$ cat src/rtl/dsi_pkg.sv
// Shared types and helpers for the DSI lane distributor and its per-lane FIFOs.
package dsi_pkg;

    localparam int unsigned LANES_MAX    = 4;
    localparam int unsigned LANE_ENTRY_W = 9;

    typedef struct packed {
        logic       lp;
        logic [7:0] data;
    } lane_entry_t;

    // Lane count register to effective lane count: 0 -> 1, above 4 -> 4.
    function automatic logic [2:0] clamp_lanes(input logic [2:0] n);
        if (n == 3'd0) return 3'd1;
        if (n > 3'd4)  return 3'd4;
        return n;
    endfunction

    // Number of leading ones in the byte-enable mask.
    function automatic logic [2:0] strb_nbytes(input logic [3:0] strb);
        if (!strb[0]) return 3'd0;
        if (!strb[1]) return 3'd1;
        if (!strb[2]) return 3'd2;
        if (!strb[3]) return 3'd3;
        return 3'd4;
    endfunction

endpackage

$ cat src/rtl/dsi_lane_byte_fifo.sv
// Show-ahead FIFO of {lp, byte} lane entries; head is presented whenever non-empty.
module dsi_lane_byte_fifo
    import dsi_pkg::*;
#(
    parameter  int unsigned FIFO_DEPTH = 16,
    localparam int unsigned FIFO_AW    = $clog2(FIFO_DEPTH)
) (
    input  logic        clk,
    input  logic        rst_n,
    input  logic        push,
    input  lane_entry_t din,
    input  logic        pop,
    output lane_entry_t dout,
    output logic        empty,
    output logic        full
);

    logic [FIFO_AW:0] wptr_q, wptr_d;
    logic [FIFO_AW:0] rptr_q, rptr_d;
    lane_entry_t      mem_q [FIFO_DEPTH];
    logic             do_push;
    logic             do_pop;

    always_comb begin
        empty   = (wptr_q == rptr_q);
        full    = (wptr_q[FIFO_AW] != rptr_q[FIFO_AW]) &&
                  (wptr_q[FIFO_AW-1:0] == rptr_q[FIFO_AW-1:0]);
        // Full comes from the current pointers, so a pop does not free a slot for a same-cycle push.
        do_push = push && !full;
        do_pop  = pop && !empty;
        wptr_d  = do_push ? wptr_q + (FIFO_AW+1)'(1) : wptr_q;
        rptr_d  = do_pop  ? rptr_q + (FIFO_AW+1)'(1) : rptr_q;
        dout    = empty ? '0 : mem_q[rptr_q[FIFO_AW-1:0]];
    end

    always_ff @(posedge clk or negedge rst_n) begin
        if (!rst_n) begin
            wptr_q <= '0;
            rptr_q <= '0;
        end else begin
            wptr_q <= wptr_d;
            rptr_q <= rptr_d;
        end
    end

    always_ff @(posedge clk) begin
        if (do_push) mem_q[wptr_q[FIFO_AW-1:0]] <= din;
    end

endmodule

$ cat src/rtl/dsi_lanes_distributor.sv
// Splits a 32-bit packet byte stream round-robin over 1..4 DSI lanes (LP packets on
// lane 0 only) and buffers each lane in its own show-ahead FIFO.
module dsi_lanes_distributor
    import dsi_pkg::*;
#(
    parameter int unsigned FIFO_DEPTH = 16
) (
    input  logic                              clk_phy,
    input  logic                              rst_n,
    input  logic                              dist_enable,
    input  logic [2:0]                        reg_lanes_number,
    input  logic                              pkt_valid,
    output logic                              pkt_ready,
    input  logic [31:0]                       pkt_data,
    input  logic [3:0]                        pkt_strb,
    input  logic                              pkt_lp,
    input  logic                              pkt_last,
    output logic [LANES_MAX*LANE_ENTRY_W-1:0] lanes_fifo_data,
    output logic [LANES_MAX-1:0]              lanes_fifo_empty,
    input  logic [LANES_MAX-1:0]              lanes_fifo_read,
    output logic [LANES_MAX-1:0]              lanes_fifo_full,
    output logic                              busy
);

    logic        hold_valid_q, hold_valid_d;
    logic [31:0] hold_data_q, hold_data_d;
    logic [2:0]  hold_nbytes_q, hold_nbytes_d;
    logic        hold_last_q, hold_last_d;
    logic [2:0]  bidx_q, bidx_d;
    logic [1:0]  lane_ptr_q, lane_ptr_d;
    logic        in_packet_q, in_packet_d;
    logic [2:0]  n_eff_q, n_eff_d;
    logic        lp_lat_q, lp_lat_d;
    logic        ready_en_q;

    logic [2:0]           rem, k, tgt, ptr_sum;
    logic [1:0]           bsel;
    logic [LANES_MAX-1:0] lane_wr, lane_push, lane_full, lane_empty;
    lane_entry_t          lane_din  [LANES_MAX];
    lane_entry_t          lane_dout [LANES_MAX];
    logic                 fire, done, accept;

    always_comb begin
        rem     = hold_nbytes_q - bidx_q;
        k       = (rem < n_eff_q) ? rem : n_eff_q;
        tgt     = '0;
        bsel    = '0;
        lane_wr = '0;
        for (int unsigned l = 0; l < LANES_MAX; l++) lane_din[l] = '0;
        // lane_ptr < n_eff and j < n_eff, so one conditional subtract is a full modulo.
        for (int unsigned j = 0; j < LANES_MAX; j++) begin
            if (hold_valid_q && (3'(j) < k)) begin
                tgt = {1'b0, lane_ptr_q} + 3'(j);
                if (tgt >= n_eff_q) tgt = tgt - n_eff_q;
                bsel = 2'(bidx_q + 3'(j));
                lane_wr[tgt[1:0]]       = 1'b1;
                lane_din[tgt[1:0]].lp   = lp_lat_q;
                lane_din[tgt[1:0]].data = hold_data_q[{bsel, 3'b000} +: 8];
            end
        end
        fire      = hold_valid_q && ((lane_wr & lane_full) == '0);
        done      = ((bidx_q + k) == hold_nbytes_q);
        lane_push = fire ? lane_wr : '0;
        pkt_ready = ready_en_q && dist_enable && (!hold_valid_q || (fire && done));
        accept    = pkt_valid && pkt_ready;
        busy      = hold_valid_q || (lane_empty != '1);
    end

    always_comb begin
        hold_valid_d  = hold_valid_q;
        hold_data_d   = hold_data_q;
        hold_nbytes_d = hold_nbytes_q;
        hold_last_d   = hold_last_q;
        bidx_d        = bidx_q;
        lane_ptr_d    = lane_ptr_q;
        in_packet_d   = in_packet_q;
        n_eff_d       = n_eff_q;
        lp_lat_d      = lp_lat_q;
        ptr_sum       = {1'b0, lane_ptr_q} + k;
        if (ptr_sum >= n_eff_q) ptr_sum = ptr_sum - n_eff_q;
        if (fire) begin
            bidx_d     = bidx_q + k;
            lane_ptr_d = ptr_sum[1:0];
            if (done) begin
                hold_valid_d = 1'b0;
                if (hold_last_q) begin
                    lane_ptr_d  = '0;
                    in_packet_d = 1'b0;
                end
            end
        end
        // Accept is applied after retirement so a back-to-back beat sees the packet boundary.
        if (accept) begin
            hold_data_d   = pkt_data;
            hold_nbytes_d = strb_nbytes(pkt_strb);
            hold_last_d   = pkt_last;
            hold_valid_d  = 1'b1;
            bidx_d        = '0;
            if (!in_packet_d) begin
                n_eff_d     = pkt_lp ? 3'd1 : clamp_lanes(reg_lanes_number);
                lp_lat_d    = pkt_lp;
                in_packet_d = 1'b1;
            end
        end
    end

    always_ff @(posedge clk_phy or negedge rst_n) begin
        if (!rst_n) begin
            hold_valid_q  <= 1'b0;
            hold_data_q   <= '0;
            hold_nbytes_q <= '0;
            hold_last_q   <= 1'b0;
            bidx_q        <= '0;
            lane_ptr_q    <= '0;
            in_packet_q   <= 1'b0;
            n_eff_q       <= 3'd1;
            lp_lat_q      <= 1'b0;
            ready_en_q    <= 1'b0;
        end else begin
            hold_valid_q  <= hold_valid_d;
            hold_data_q   <= hold_data_d;
            hold_nbytes_q <= hold_nbytes_d;
            hold_last_q   <= hold_last_d;
            bidx_q        <= bidx_d;
            lane_ptr_q    <= lane_ptr_d;
            in_packet_q   <= in_packet_d;
            n_eff_q       <= n_eff_d;
            lp_lat_q      <= lp_lat_d;
            ready_en_q    <= 1'b1;
        end
    end

    for (genvar i = 0; i < LANES_MAX; i++) begin : g_lane
        dsi_lane_byte_fifo #(.FIFO_DEPTH(FIFO_DEPTH)) u_fifo (
            .clk   (clk_phy),
            .rst_n (rst_n),
            .push  (lane_push[i]),
            .din   (lane_din[i]),
            .pop   (lanes_fifo_read[i]),
            .dout  (lane_dout[i]),
            .empty (lane_empty[i]),
            .full  (lane_full[i])
        );
    end

    always_comb begin
        lanes_fifo_data  = '0;
        for (int unsigned i = 0; i < LANES_MAX; i++)
            lanes_fifo_data[i*LANE_ENTRY_W +: LANE_ENTRY_W] = lane_dout[i];
        lanes_fifo_empty = lane_empty;
        lanes_fifo_full  = lane_full;
    end

endmodule

$ cat config.mk
export PLATFORM = sky130hd
export DESIGN_NAME = dsi_lanes_distributor
export DESIGN_NICKNAME = d
export VERILOG_FILES = /design/src/rtl/dsi_pkg.sv /design/src/rtl/dsi_lane_byte_fifo.sv /design/src/rtl/dsi_lanes_distributor.sv
export SDC_FILE = /design/constraint.sdc
export NUM_CORES = 1
export LEC_CHECK = 0
export ABC_AREA = 0
export CAP_MARGIN = 20
export CORE_UTILIZATION = 55
export CTS_BUF_LIST = sky130_fd_sc_hd__clkbuf_8
export CTS_CLUSTER_DIAMETER = 30
export CTS_CLUSTER_SIZE = 24
export DETAILED_ROUTE_END_ITERATION = 8
export HOLD_SLACK_MARGIN = 0.06
export PLACE_DENSITY = 0.75
export SLEW_MARGIN = 15
export SYNTH_ARGS = -nofsm -noshare
export SYNTH_HDL_FRONTEND = slang
export SYNTH_HIERARCHICAL = 1
export SYNTH_SLANG_ARGS = --single-unit
export TNS_END_PERCENT = 1
$ cat constraint.sdc
create_clock -name clk_phy -period 4.9 [get_ports clk_phy]
set_input_delay 0.98 -clock clk_phy [delete_from_list [all_inputs] [get_ports clk_phy]]
set_output_delay 0.98 -clock clk_phy [all_outputs]
set_load 0.01 [all_outputs]
==> reports/summary.txt, run 1 <==
Final hold vios -> 0
Die Area -> 55300 um2
Area occupied by multi-input gates -> 9700 um2
Post-route cell area -> 35400 um2
Max-Cap Viols -> 0
Clock-pin slew on the worst setup and hold paths -> 0.06 ns
Fin Hold WS -> 0.344 ns
Via/cell ratio -> 6.11
Synth Net Count -> 1809
CP dominant cell by count -> ha_1
Total CTS buffers -> 112
Worst-path maximum fanout -> 5
Slew Limit Fails -> 0
Count of input and output buffers -> 94
Min Tclk post-route -> 5.30 ns
Syn. warnings -> 6
Final worst-path setup slack -> -0.399 ns
Worst Path Required -> 3.92 ns
Detailed placer's ending HPWL -> 43100 um
Via count -> 16900
Clock Path Buffers -> 3
Storage element area -> 19500 um2
Vias in the first global route -> 17200
Worst slack, placed -> -0.402 ns
Highest Clock Rate -> 189 MHz
Crit path DAT -> 4.32 ns
Diodes inserted -> 0
Critical path's largest stage delay -> 0.39 ns
Most common cell after layout, fill and taps aside -> edfxtp_1
Initial antenna violation count -> 1
Critical Path Start Type -> flip-flop
Drc violations -> 0
Critical path's slowest cell -> dfrtp_1
Detailed Routing Iterations Pass 1 -> 5
Ys flop type -> edfxtp_1
Number of flops mapped to enable cells by yosys -> 576
Cell family with most CP delay -> compound AO/OA/AOI/OAI gates
Layout cell share with drive strength beyond 1 -> 0.259
H-tree depth -> 3
Sequential area share after synthesis -> 0.652
Detailed Route WL -> 65600 um
Worst setup EP type -> output pin
Setup violators final -> 1
DIE HEIGHT -> 235 um
Hold Path Class -> input port to asynchronous set/reset pin
Commonest cells after routing, fill and taps aside -> edfxtp_1 (576), clkbuf_8 (116), mux4_2 (100)
Crit path kind -> flip-flop to output pin
Placed inst area -> 32700 um2
Logic depth of the worst path, buffers included -> 17
Area growth syn-to-layout -> 18.3%
Rel. slew slack -> 0.249
First-pass GRT wire length -> 101000 um
CTS Root Cell -> clkbuf_8
Fin crit share -> 1.08
Syn avg cell area -> 17.4 um2
Worst Tran Pin Value -> 1.10 ns
RSZ-0062 raised after global routing -> true
Largest net degree at the start of global routing -> 58
Gr usage total -> 0.243
# fillers -> 3541
Flops & latches, synth -> 664
CTS tree -> done
Sink Count -> 664
Global placement routability congestion -> 0.896
Synthesized area -> 29900 um2
Register-to-Register Path Depth -> 19
Status -> finished, violations left
Num rows -> 85
Antenna-violating nets left -> 0
Starting Density -> 0.556
Initial drt markers -> 1440
Post-synthesis cell type count -> 72
DR WL/cell -> 23.7 um
Placeable Area -> 53700 um2
I/O pin total -> 95
Clock skew -> 0.0336 ns
Grt total ovfl -> 0
Failing checks -> setup timing
Buf+Inv Stages, Crit Path -> 3
Layout net count -> 2061
DIE WIDTH -> 235 um
Clk Latency, worst-skew pair -> 0.72 ns
Cells after Synth -> 1717
Synth async-reset ratio -> 0.133
Crit path cell chain -> inv_2 -> ha_1 -> inv_1 -> fa_2 -> xnor2_2 -> ha_1 -> a21o_1 -> a311o_1 -> o211ai_1 -> o2111ai_1 -> o21ai_1 -> a22o_1 -> nor3_2 -> nand2_1 -> o21ai_2 -> and3_1 -> buf_2
==> layer usage <==
metal  GRT usage  part of all wire  wire length, um
met3      0.0382             0.067             4410
met5           0                 0                0
met2       0.395              0.50            32500
met4      0.0799             0.021             1370
met1       0.338              0.42            27300
==> final cells by class <==
type / count / area share
multi-input cells: 922 / 0.274
repair buffers: 235 / 0.0740
clock inverters: 94 / 0.0263
well taps: 696 / 0.0246
clock buffers: 116 / 0.0452
inverters: 34 / 0.00365
flip-flops and latches: 664 / 0.552
==> Yosys cell counts (34+ instances only) <==
cell type    n  area, um2
mux4_1      60       1580
and3_1      66        413
a22oi_1     72        541
ha_1        40        500
mux4_2     100       2250
o21ai_0     52        260
nor2_1      61        229
mux2_2      34        383
dfrtp_1     87       2180
a21oi_1     73        365
edfxtp_1   576      17300
nand2_1     51        191
xnor2_1     48        420
==> cell families (layout without fill, tap and decap cells) <==
logic type | after synthesis | count (layout) | synth area share
compound gates | 300 | 300 | 0.0690
xor+xnor | 70 | 70 | 0.0250
fa+ha+maj | 43 | 43 | 0.0188
buf+inv | 131 | 479 | 0.0262
flops | 664 | 664 | 0.652
mux | 249 | 249 | 0.161
other cells | 1 | 1 | 0.000125
simple gates | 259 | 259 | 0.0471
==> what timing repair did <==
action,4_1_cts,5_1_grt
hold buffers,0,0
resized for setup,16,1
endpoints found under the hold margin,0,0
setup buffers,6,2
pin swaps,15,5
endpoints found under the setup margin,2,433
==> stage by stage <==
| stage | TNS (ns) | std cells | util |
|---|---|---|---|
| global placement | -0.258 | 2543 | 0.609 |
| finish | -0.399 | 2761 | 0.658 |
| global route | -0.638 | 2761 | 0.658 |
| detailed placement | -0.402 | 2543 | 0.609 |
| floorplan | 0 | 1717 | - |
| CTS | -0.446 | 2759 | 0.658 |
==> final timing paths <==
path / start / endpoint / slack, ns
min in group clk_phy: in_packet_q / in_packet_q / 0.52
hold reg to reg: in_packet_q / in_packet_q / 0.52
hold / removal: rst_n / g_lane[0].u_fifo/wptr_q[1] / 0.34
setup reg to reg: hold_nbytes_q[0] / g_lane[2].u_fifo/mem_q[13][4] / 0.22
max in group asynchronous: rst_n / g_lane[3].u_fifo/rptr_q[0] / 3.58
setup / recovery: hold_nbytes_q[0] / pkt_ready / -0.40
==> worst register-to-register path, delay by kind of cell, from the launching register on <==
family / cells / cell delay [ns]
adders and majority gates: 3 / 0.80
and+or+nand+nor: 3 / 0.82
buffers and inverters: 5 / 0.59
xor gates and xnor gates: 1 / 0.15
DFF: 1 / 0.39
AOI/OAI and AO/OA: 7 / 1.63
==> registers in the layout, indices dropped and copies added, names as in the netlist <==
signal	flops
bidx_q	3
n_eff_q	3
in_packet_q	1
ready_en_q	1
hold_valid_q	1
g_lane.u_fifo/mem_q	576
lane_ptr_q	2
g_lane.u_fifo/rptr_q	20
hold_data_q	32
g_lane.u_fifo/wptr_q	20
lp_lat_q	1
hold_last_q	1
hold_nbytes_q	3
Power of run 1 is not shown: default switching activity piles up to over one toggle a cycle in this logic, so the estimate is an artifact.
==> run 2: changes to the inputs <==
CORE_MARGIN = 4   (was unset)
==> run 2 against run 1 <==
The flow still finishes with violations (setup timing). Cell count grew 1.3%. Non-clock buffer count grew 24. Sequential share of layout area shrank 0.32 points. Hold slack lost 0.0070 ns. Core utilization grew 0.25 points. Setup slack lost 0.14 ns. Clock skew grew 0.0087 ns. Wire length grew 3.3%. Die area grew 5.2%. Global-route usage shrank 1.2 points. Maximum frequency shrank 2.5%. Sequential cell count is the same.
==> reports/summary.txt, run 2 (synthesized netlist as in run 1, its figures left out) <==
H-tree depth -> 3 (unchanged)
Detailed Routing Iterations Pass 1 -> 5 (unchanged)
Critical path's slowest cell -> dfrtp_1
Initial antenna violation count -> 0 (-1)
Initial drt markers -> 1577 (+9.5%)
Vias in the first global route -> 17200 (-0.15%)
Fin Hold WS -> 0.337 ns (-0.00704 ns)
Highest Signal Layer -> met4
Clock-pin slew on the worst setup and hold paths -> 0.06 ns (about the same)
Clk Latency, worst-skew pair -> 0.74 ns (+0.02 ns)
Highest Clock Rate -> 184 MHz (-2.5%)
Finished Core Util -> 0.661 (+0.00249)
CTS tree -> done
Area growth syn-to-layout -> 19.0%
Num rows -> 85 (unchanged)
Via/cell ratio -> 6.12 (+0.32%)
Status -> finished, violations left
Rel. slew slack -> 0.231 (-0.0179)
Clock skew -> 0.0423 ns (+0.00870 ns)
Hold-fix buffers, CTS -> 0 (unchanged)
Most common cell after layout, fill and taps aside -> edfxtp_1
CTS Root Cell -> clkbuf_8
Placeable Area -> 53800 um2 (+0.20%)
Global placement routability congestion -> 0.885 (-1.3%)
Antenna-violating nets left -> 0 (unchanged)
Post-Layout Cell Count -> 2796 (+1.3%)
Grt total ovfl -> 0 (unchanged)
Met2 WL post-DR -> 33900 um (+4.4%)
DR WL/cell -> 24.2 um (+2.0%)
Crit path DAT -> 4.46 ns (+0.14 ns)
DIE WIDTH -> 241 um (+2.6%)
Wire length on met1 -> 28100 um (+3.1%)
Crit path kind -> flip-flop to output pin
Worst-path maximum fanout -> 6 (+1)
Critical Path Start Type -> flip-flop
Critical path's largest stage delay -> 0.38 ns (about the same)
Via count -> 17100 (+1.6%)
WL met3 -> 4440 um (+0.79%)
Diodes inserted -> 0 (unchanged)
Largest register FFs -> 576 (unchanged)
Final hold vios -> 0 (unchanged)
Hold Path Class -> input port to asynchronous set/reset pin
Worst setup EP type -> output pin
Starting Density -> 0.555 (-0.00110)
Layout net count -> 2090 (+1.4%)
Detailed Route WL -> 67700 um (+3.3%)
Commonest cells after routing, fill and taps aside -> edfxtp_1 (576), clkbuf_8 (121), buf_4 (104)
Max-Cap Viols -> 0 (unchanged)
Gr usage total -> 0.231 (-0.0119)
Fin crit share -> 1.11 (+0.0279)
Worst Tran Pin Value -> 1.13 ns (+0.0358 ns)
Placed cell count -> 2544 (+0.039%)
Sink Count -> 664 (unchanged)
Slew Limit Fails -> 0 (unchanged)
RSZ-0062 raised after global routing -> true
Count of input and output buffers -> 94 (unchanged)
TNS Setup -> -64.76 ns (-64.36 ns)
Setup violators final -> 292 (+291)
Clock Path Buffers -> 3 (unchanged)
Drc violations -> 0 (unchanged)
Die Area -> 58100 um2 (+5.2%)
I/O pin total -> 95 (unchanged)
Detailed placer's ending HPWL -> 43400 um (+0.55%)
Final worst-path setup slack -> -0.535 ns (-0.137 ns)
Worst Path Required -> 3.92 ns (about the same)
Crit path cell chain -> inv_2 -> ha_4 -> inv_2 -> fa_2 -> xnor2_4 -> ha_4 -> a21o_4 -> a31oi_4 -> o211ai_1 -> buf_4 -> o2111ai_4 -> o21ai_2 -> a22o_1 -> nor3_2 -> nand2_2 -> o21ai_4 -> and3_4 -> buf_6
First-pass GRT wire length -> 102000 um (+1.0%)
Min Tclk post-route -> 5.44 ns (+0.137 ns)
DIE HEIGHT -> 241 um (+2.6%)
Total CTS buffers -> 115 (+2.7%)
Failing checks -> setup timing
Largest net degree at the start of global routing -> 60 (+3.4%)
Layout cell share with drive strength beyond 1 -> 0.275 (+0.0166)
[run 2: worst paths after layout]
| check | start | to | slack (ns) | cells after the start |
|---|---|---|---|---|
| worst max-delay path | hold_nbytes_q[0] | pkt_ready | -0.54 | 18 |
| worst min-delay path | rst_n | g_lane[0].u_fifo/wptr_q[1] | 0.34 | 1 |
| max in group asynchronous | rst_n | n_eff_q[0] | 3.62 | 2 |
| worst max register to register | hold_nbytes_q[0] | g_lane[0].u_fifo/mem_q[3][1] | -0.47 | 31 |
| worst min register to register | in_packet_q | in_packet_q | 0.51 | 1 |
| min in group clk_phy | in_packet_q | in_packet_q | 0.51 | 1 |
[run 2: metrics by stage]
step,area (um2),setup slack [ns]
5_1_grt,35600,-0.721
2_1_floorplan,29900,0.0675
6_report,35600,-0.535
3_3_place_gp,32200,-0.314
3_5_place_dp,32200,-0.567
4_1_cts,35200,-0.501
[run 2: final cells by class]
type	count	area, um2
Sequential cell	664	19500
Fill cell	3549	18300
Multi-Input combinational cell	924	9890
Timing Repair Buffer	259	2460
Clock buffer	121	1670
Clock inverter	98	1030
Tap cell	696	871
Inverter	34	129
[run 2: critical path, delay by kind of cell (launching register included)]
family	cells	cell delay, ns
XOR/XNOR	1	0.22
flip-flops	1	0.38
AO/OA/AOI/OAI	7	1.45
buffers and inverters	4	0.45
AND/OR/NAND/NOR	3	0.50
adder cells (fa/ha/maj)	3	0.73
[run 2: layer usage]
| layer | track usage | vias to the layer above |
|---|---|---|
| met5 | 0 | - |
| met4 | 0.0645 | 0 |
| met3 | 0.0357 | 85 |
| met2 | 0.377 | 657 |
| met1 | 0.330 | 8797 |
| li1 | - | 7586 |
[run 2: repair_timing]
action | CTS | global route
endpoints found under the setup margin | 260 | 741
resized for setup | 55 | 68
pin swaps | 16 | 17
setup buffers | 22 | 8
cloned | 0 | 2
Power of run 2 is left out for the same reason.
